`src/rtl/gelato_writeback_arbiter.sv`:
```
// rtl/gelato_writeback_arbiter.sv - round-robin writeback arbiter with registered output and scoreboard release
//
// Shares the single register-file write port among NUM_UNITS execution units.
// One registered output stage with backpressure; a scoreboard release pulse
// follows every completed register-file write by one cycle.
//
// Ports:
//   clk, rst_n          clock, asynchronous active-low reset
//   req_valid/ready     per-unit result handshake (one bit per unit)
//   req_warp/rd/data/mask  per-unit result fields, packed unit 0 in the LSBs
//   wb_valid/ready      register-file write handshake
//   wb_warp/rd/data/mask   register-file write fields
//   sb_release_valid    one-cycle pulse freeing a scoreboard entry
//   sb_release_warp/rd  warp and register of the freed entry

module gelato_writeback_arbiter #(
   parameter  int NUM_UNITS = 4,
   parameter  int WARP_NUM  = 4,
   parameter  int REG_W     = 5,
   parameter  int DATA_W    = 256,
   parameter  int MASK_W    = 8,
   localparam int WW        = $clog2(WARP_NUM),
   localparam int UW        = $clog2(NUM_UNITS)
) (
   input  logic                        clk,
   input  logic                        rst_n,

   input  logic [NUM_UNITS-1:0]        req_valid,
   output logic [NUM_UNITS-1:0]        req_ready,
   input  logic [NUM_UNITS*WW-1:0]     req_warp,
   input  logic [NUM_UNITS*REG_W-1:0]  req_rd,
   input  logic [NUM_UNITS*DATA_W-1:0] req_data,
   input  logic [NUM_UNITS*MASK_W-1:0] req_mask,

   output logic                        wb_valid,
   input  logic                        wb_ready,
   output logic [WW-1:0]               wb_warp,
   output logic [REG_W-1:0]            wb_rd,
   output logic [DATA_W-1:0]           wb_data,
   output logic [MASK_W-1:0]           wb_mask,

   output logic                        sb_release_valid,
   output logic [WW-1:0]               sb_release_warp,
   output logic [REG_W-1:0]            sb_release_rd
);

   logic [UW-1:0]     last_grant;
   logic [UW-1:0]     grant_idx;
   logic [UW-1:0]     cand;
   logic              any_req;
   logic              load_en;
   logic              grant;
   logic              wb_hs;

   logic [WW-1:0]     sel_warp;
   logic [REG_W-1:0]  sel_rd;
   logic [DATA_W-1:0] sel_data;
   logic [MASK_W-1:0] sel_mask;

   // The output register may refill in the same cycle its entry drains.
   assign load_en = !wb_valid || wb_ready;
   assign wb_hs   = wb_valid && wb_ready;
   assign grant   = load_en && any_req;

   // Round-robin scan starting one past the previous winner, wrapping around.
   always_comb begin
      any_req   = 1'b0;
      grant_idx = last_grant;
      cand      = '0;
      for (int i = 1; i <= NUM_UNITS; i++) begin
         cand = UW'((int'(last_grant) + i) % NUM_UNITS);
         if (!any_req && req_valid[cand]) begin
            any_req   = 1'b1;
            grant_idx = cand;
         end
      end
   end

   // Field mux for the winning unit; constant slice indices only.
   always_comb begin
      sel_warp = req_warp[WW-1:0];
      sel_rd   = req_rd[REG_W-1:0];
      sel_data = req_data[DATA_W-1:0];
      sel_mask = req_mask[MASK_W-1:0];
      for (int i = 0; i < NUM_UNITS; i++) begin
         if (grant_idx == UW'(i)) begin
            sel_warp = req_warp[i*WW +: WW];
            sel_rd   = req_rd[i*REG_W +: REG_W];
            sel_data = req_data[i*DATA_W +: DATA_W];
            sel_mask = req_mask[i*MASK_W +: MASK_W];
         end
      end
   end

   always_comb begin
      req_ready = '0;
      if (grant) begin
         req_ready[grant_idx] = 1'b1;
      end
   end

   // Output stage. A grant for register 0 consumes the result without a
   // write, so the stage behaves as if no grant had occurred.
   always_ff @(posedge clk or negedge rst_n) begin
      if (!rst_n) begin
         last_grant <= UW'(NUM_UNITS - 1);
         wb_valid   <= 1'b0;
         wb_warp    <= '0;
         wb_rd      <= '0;
         wb_data    <= '0;
         wb_mask    <= '0;
      end else begin
         if (grant) begin
            last_grant <= grant_idx;
         end
         if (grant && (sel_rd != '0)) begin
            wb_valid <= 1'b1;
            wb_warp  <= sel_warp;
            wb_rd    <= sel_rd;
            wb_data  <= sel_data;
            wb_mask  <= sel_mask;
         end else if (wb_hs) begin
            wb_valid <= 1'b0;
         end
      end
   end

   // Release captures the committed entry before the output stage is
   // overwritten by a same-cycle load.
   always_ff @(posedge clk or negedge rst_n) begin
      if (!rst_n) begin
         sb_release_valid <= 1'b0;
         sb_release_warp  <= '0;
         sb_release_rd    <= '0;
      end else begin
         sb_release_valid <= wb_hs;
         if (wb_hs) begin
            sb_release_warp <= wb_warp;
            sb_release_rd   <= wb_rd;
         end
      end
   end

endmodule

```
`config.mk`:
```
export PLATFORM = sky130hd
export DESIGN_NAME = gelato_writeback_arbiter
export DESIGN_NICKNAME = d
export VERILOG_FILES = /design/src/rtl/gelato_writeback_arbiter.sv
export SDC_FILE = /design/constraint.sdc
export NUM_CORES = 1
export LEC_CHECK = 0
export CELL_PAD_IN_SITES_DETAIL_PLACEMENT = 0
export CELL_PAD_IN_SITES_GLOBAL_PLACEMENT = 2
export CORE_AREA = 2 2 537 539
export CTS_CLUSTER_DIAMETER = 120
export DETAILED_ROUTE_END_ITERATION = 10
export DIE_AREA = 0 0 539 541
export PLACE_DENSITY_LB_ADDON = 0.3
export SLEW_MARGIN = 40
export SYNTH_ARGS = -nofsm -noshare
export SYNTH_HDL_FRONTEND = slang
export SYNTH_SLANG_ARGS = --single-unit
```
`constraint.sdc`:
```
create_clock -name clk -period 3.6 [get_ports clk]
set_clock_uncertainty 0.05 [all_clocks]
set_input_delay 0.72 -clock clk [delete_from_list [all_inputs] [get_ports clk]]
set_output_delay 0.72 -clock clk [all_outputs]
set_load 0.02 [all_outputs]
```
==> flow_metrics.py <==
metrics = {
    "outcome": {
        "status": "finished with violations",
        "violations": "negative setup slack",
    },
    "power_and_ir_drop": {
        "p_total_uw": 34000,
        "powerDensity_nw_per_um2": 826,
        "p_leak_uw": 0.0155,
        "ir_drop_mv": 0.291,
    },
    "yosys": {
        "synth_area_leaders": "dfrtp_1, mux2_4, nand2_1",
        "synth_top_family_by_area": "multiplexers",
        "synth_compound_area_frac": 0.193,
        "synthSimpleGateAreaFrac": 0.190,
        "ys_warn_count": 0,
        "yosysTopAreaCell": "dfrtp_1",
        "synth_adder_area_share": 0,
        "synth_ff_type": "dfrtp_1",
        "synth_top_cell_area_share": 0.354,
        "synth_cells": 2149,
        "syn_avg_cell_area_sq_um": 9.21,
        "synth_edf_count": 0,
        "synth_nets": 3240,
        "async_reset_ff_frac": 1.00,
        "yosys.area_share.xor_xnor": 0,
        "seq_area_frac_synth": 0.357,
        "synth_cell_types": 37,
        "syn_area_sq_um": 19800,
        "ys_ff_latch": 282,
        "muxShareOfSynthArea": 0.207,
    },
    "worst_hold_path": {
        "hold_class": "reg -> reg",
    },
    "timing": {
        "setup_violations": 3,
        "tightest_slew_ns": 0.765,
        "fin_crit_sh": 1.00,
        "period_needed_ns": 3.60,
        "fin_ws_ns": -0.00494,
        "maxSlewViolCount": 0,
        "maxSlewHeadroom": 0.488,
        "hold_viol": 0,
        "rsz0062_at_grt": "true",
        "fmax_mhz": 277,
    },
    "routing": {
        "via_per_inst": 3.12,
        "dr.pass1.iters": 5,
        "wirelength_mm": 191,
        "drt_iter0_markers": 1163,
        "ant_nets": 0,
        "wire_per_inst_um": 25.6,
        "drc_errors": 0,
        "num_vias": 23200,
    },
    "floorplanning": {
        "core_sq_um": 286000,
        "die_width_um": 539,
        "initial_core_util": 0.0691,
        "ios": 1375,
        "rows": 197,
        "die_area_sq_um": 292000,
        "die_h_um": 541,
    },
    "setup_path": {
        "crit_top_cell": "buf_12",
        "slowest_delay_ns": 0.66,
        "crit_fanout": 17,
        "cp_slowest_cell": "dfstp_2",
        "crit_chain": "or3b_4 -> o221ai_4 -> buf_12 -> buf_4 -> mux2i_2 -> mux2i_4 -> or3_1 -> o21a_4 -> buf_12 -> buf_12 -> mux2_4",
        "endpoint_kind": "flip-flop",
        "required_ns": 4.03,
        "crit_arrival_ns": 4.04,
        "start_kind": "flip-flop",
        "critPathKind": "reg -> reg",
    },
    "cts": {
        "clock_latency_ns": 0.62,
        "cts.sinks": 282,
        "cts_root_buffer": "clkbuf_16",
        "clk_pin_slew_worst_paths_ns": 0.06,
        "cts_buffers": 41,
        "cts.path.max_buffers": 3,
        "htreeDepth": 2,
        "cts_tree": "yes",
    },
    "finish": {
        "area_growth_pct": 108,
        "finalNetCount": 4695,
        "final_core_util": 0.144,
        "drive_above_1_share": 0.170,
    },
    "placed_design": {
        "dp_hpwl_mm": 166,
        "gp_congestion": 0.863,
        "port_buffers": 1374,
    },
    "grt": {
        "grt_pass1_wl_mm": 245,
        "track_usage": 0.125,
        "met3_usage": 0.0703,
        "grt_use_met2": 0.208,
        "grt_max_degree": 97,
        "antenna_found_initial": 78,
        "grt_overflow": 0,
        "top_usage_layer": "met2",
        "met1_usage": 0.140,
        "grt_pass1_vias": 24700,
    },
    "flow_run": {
        "drv_cap": 0,
    },
}
-- layer usage --
| metal | share of wire | up-vias | wire (um) |
|---|---|---|---|
| li1 | - | 10700 | - |
| met1 | 0.40 | 11200 | 75300 |
| met2 | 0.47 | 1076 | 88600 |
| met3 | 0.12 | 182 | 23300 |
| met4 | 0.015 | 70 | 2870 |
| met5 | 0.0025 | - | 473 |
-- cell usage after synthesis (3+ instances only) --
master and number:
a211oi_1 266, a22o_1 5, a31oi_1 266, and2_0 23, and2_1 243, buf_1 3, buf_2 14, buf_6 29
clkbuf_1 164, dfrtp_1 280, inv_1 3, mux2_2 35, mux2_4 240, mux2i_1 10, nand2_1 540
-- power breakdown --
| part | internal (uW) | switching, uW |
|---|---|---|
| sequential | 4880 | 1430 |
| combinational | 10700 | 12900 |
| clock | 2390 | 1710 |
-- state kept, by name (all words and copies together) (netlist names) --
name	count
wb_data	256
wb_warp	2
wb_mask	8
wb_valid	1
wb_rd	5
last_grant	2
sb_release_rd	5
sb_release_warp	2
sb_release_valid	1
-- critical path, delay by kind of cell, from the launching register on --
kind | cells | cell delay [ns]
simple gates | 2 | 0.87
mux | 3 | 0.71
buf+inv | 4 | 0.71
compound gates | 2 | 0.32
flops | 1 | 0.66
-- worst paths after layout --
| path | cells past startpoint | slack (ns) | start | end |
|---|---|---|---|---|
| setup / recovery | 11 | -0.005 | last_grant[0] | wb_data[20] |
| hold / removal | 1 | 0.45 | wb_data[202] | wb_data[202] |
| setup reg to reg | 11 | -0.005 | last_grant[0] | wb_data[20] |
| hold reg to reg | 1 | 0.45 | wb_data[202] | wb_data[202] |
| max in group asynchronous | 4 | 1.85 | rst_n | last_grant[0] |
| min in group asynchronous | 2 | 0.57 | rst_n | wb_mask[3] |
-- per-stage QoR --
| stage | setup slack [ns] | TNS, ns | instance area [sq um] | std cells | hold slack [ns] |
|---|---|---|---|---|---|
| after detailed placement | -0.559 | -134.51 | 39500 | 7330 | 0.445 |
| after global placement | -0.588 | -136.81 | 39500 | 7329 | 0.440 |
| after global routing | -0.0141 | -0.245 | 41100 | 7415 | 0.464 |
| after CTS | -0.0557 | -0.0557 | 40900 | 7406 | 0.459 |
| final | -0.00494 | -0.00832 | 41100 | 7438 | 0.454 |
| after floorplan | 0.282 | 0 | 19800 | 2149 | 0.374 |
-- cell type report --
cell class / instances / area (sq um)
Timing Repair Buffer: 1623 / 16200
Tap cell: 3781 / 4730
Fill cell: 32600 / 245000
Clock inverter: 18 / 161
Sequential cell: 282 / 7060
Antenna cell: 24 / 60.1
Clock buffer: 54 / 1150
Multi-Input combinational cell: 1653 / 11800
Inverter: 3 / 11.3
-- cell families after synthesis --
family          Yosys count
compound gates          551
mux                     285
buf+inv                 214
simple gates            817
flops                   282
-- cell usage in the layout (no fill, tap or decap), types with 4 or more instances in the layout --
cell type and instances:
a211oi_1 264, a22o_1 5, a31oi_1 266, and2_0 23, and2_1 243, buf_12 33, buf_2 5, buf_4 205
clkbuf_1 5, clkbuf_16 45, clkbuf_8 8, clkdlybuf4s50_1 1365, clkinv_2 9, clkinvlp_4 4, dfrtp_1 280, diode_2 24
mux2_2 35, mux2_4 240, mux2i_1 7, nand2_1 540
-- what timing repair did --
| item | 4_1_cts | 5_1_grt |
|---|---|---|
| buffers inserted | 3 | 4 |
| endpoints found under the hold margin | 23 | 0 |
| hold buffers | 1 | 0 |
| resized for setup | 24 | 6 |
| pin swaps | 2 | 1 |
| cloned | 0 | 4 |
| setup endpoints to repair | 6 | 43 |
Note: power is estimated with default switching activity, not from simulation.
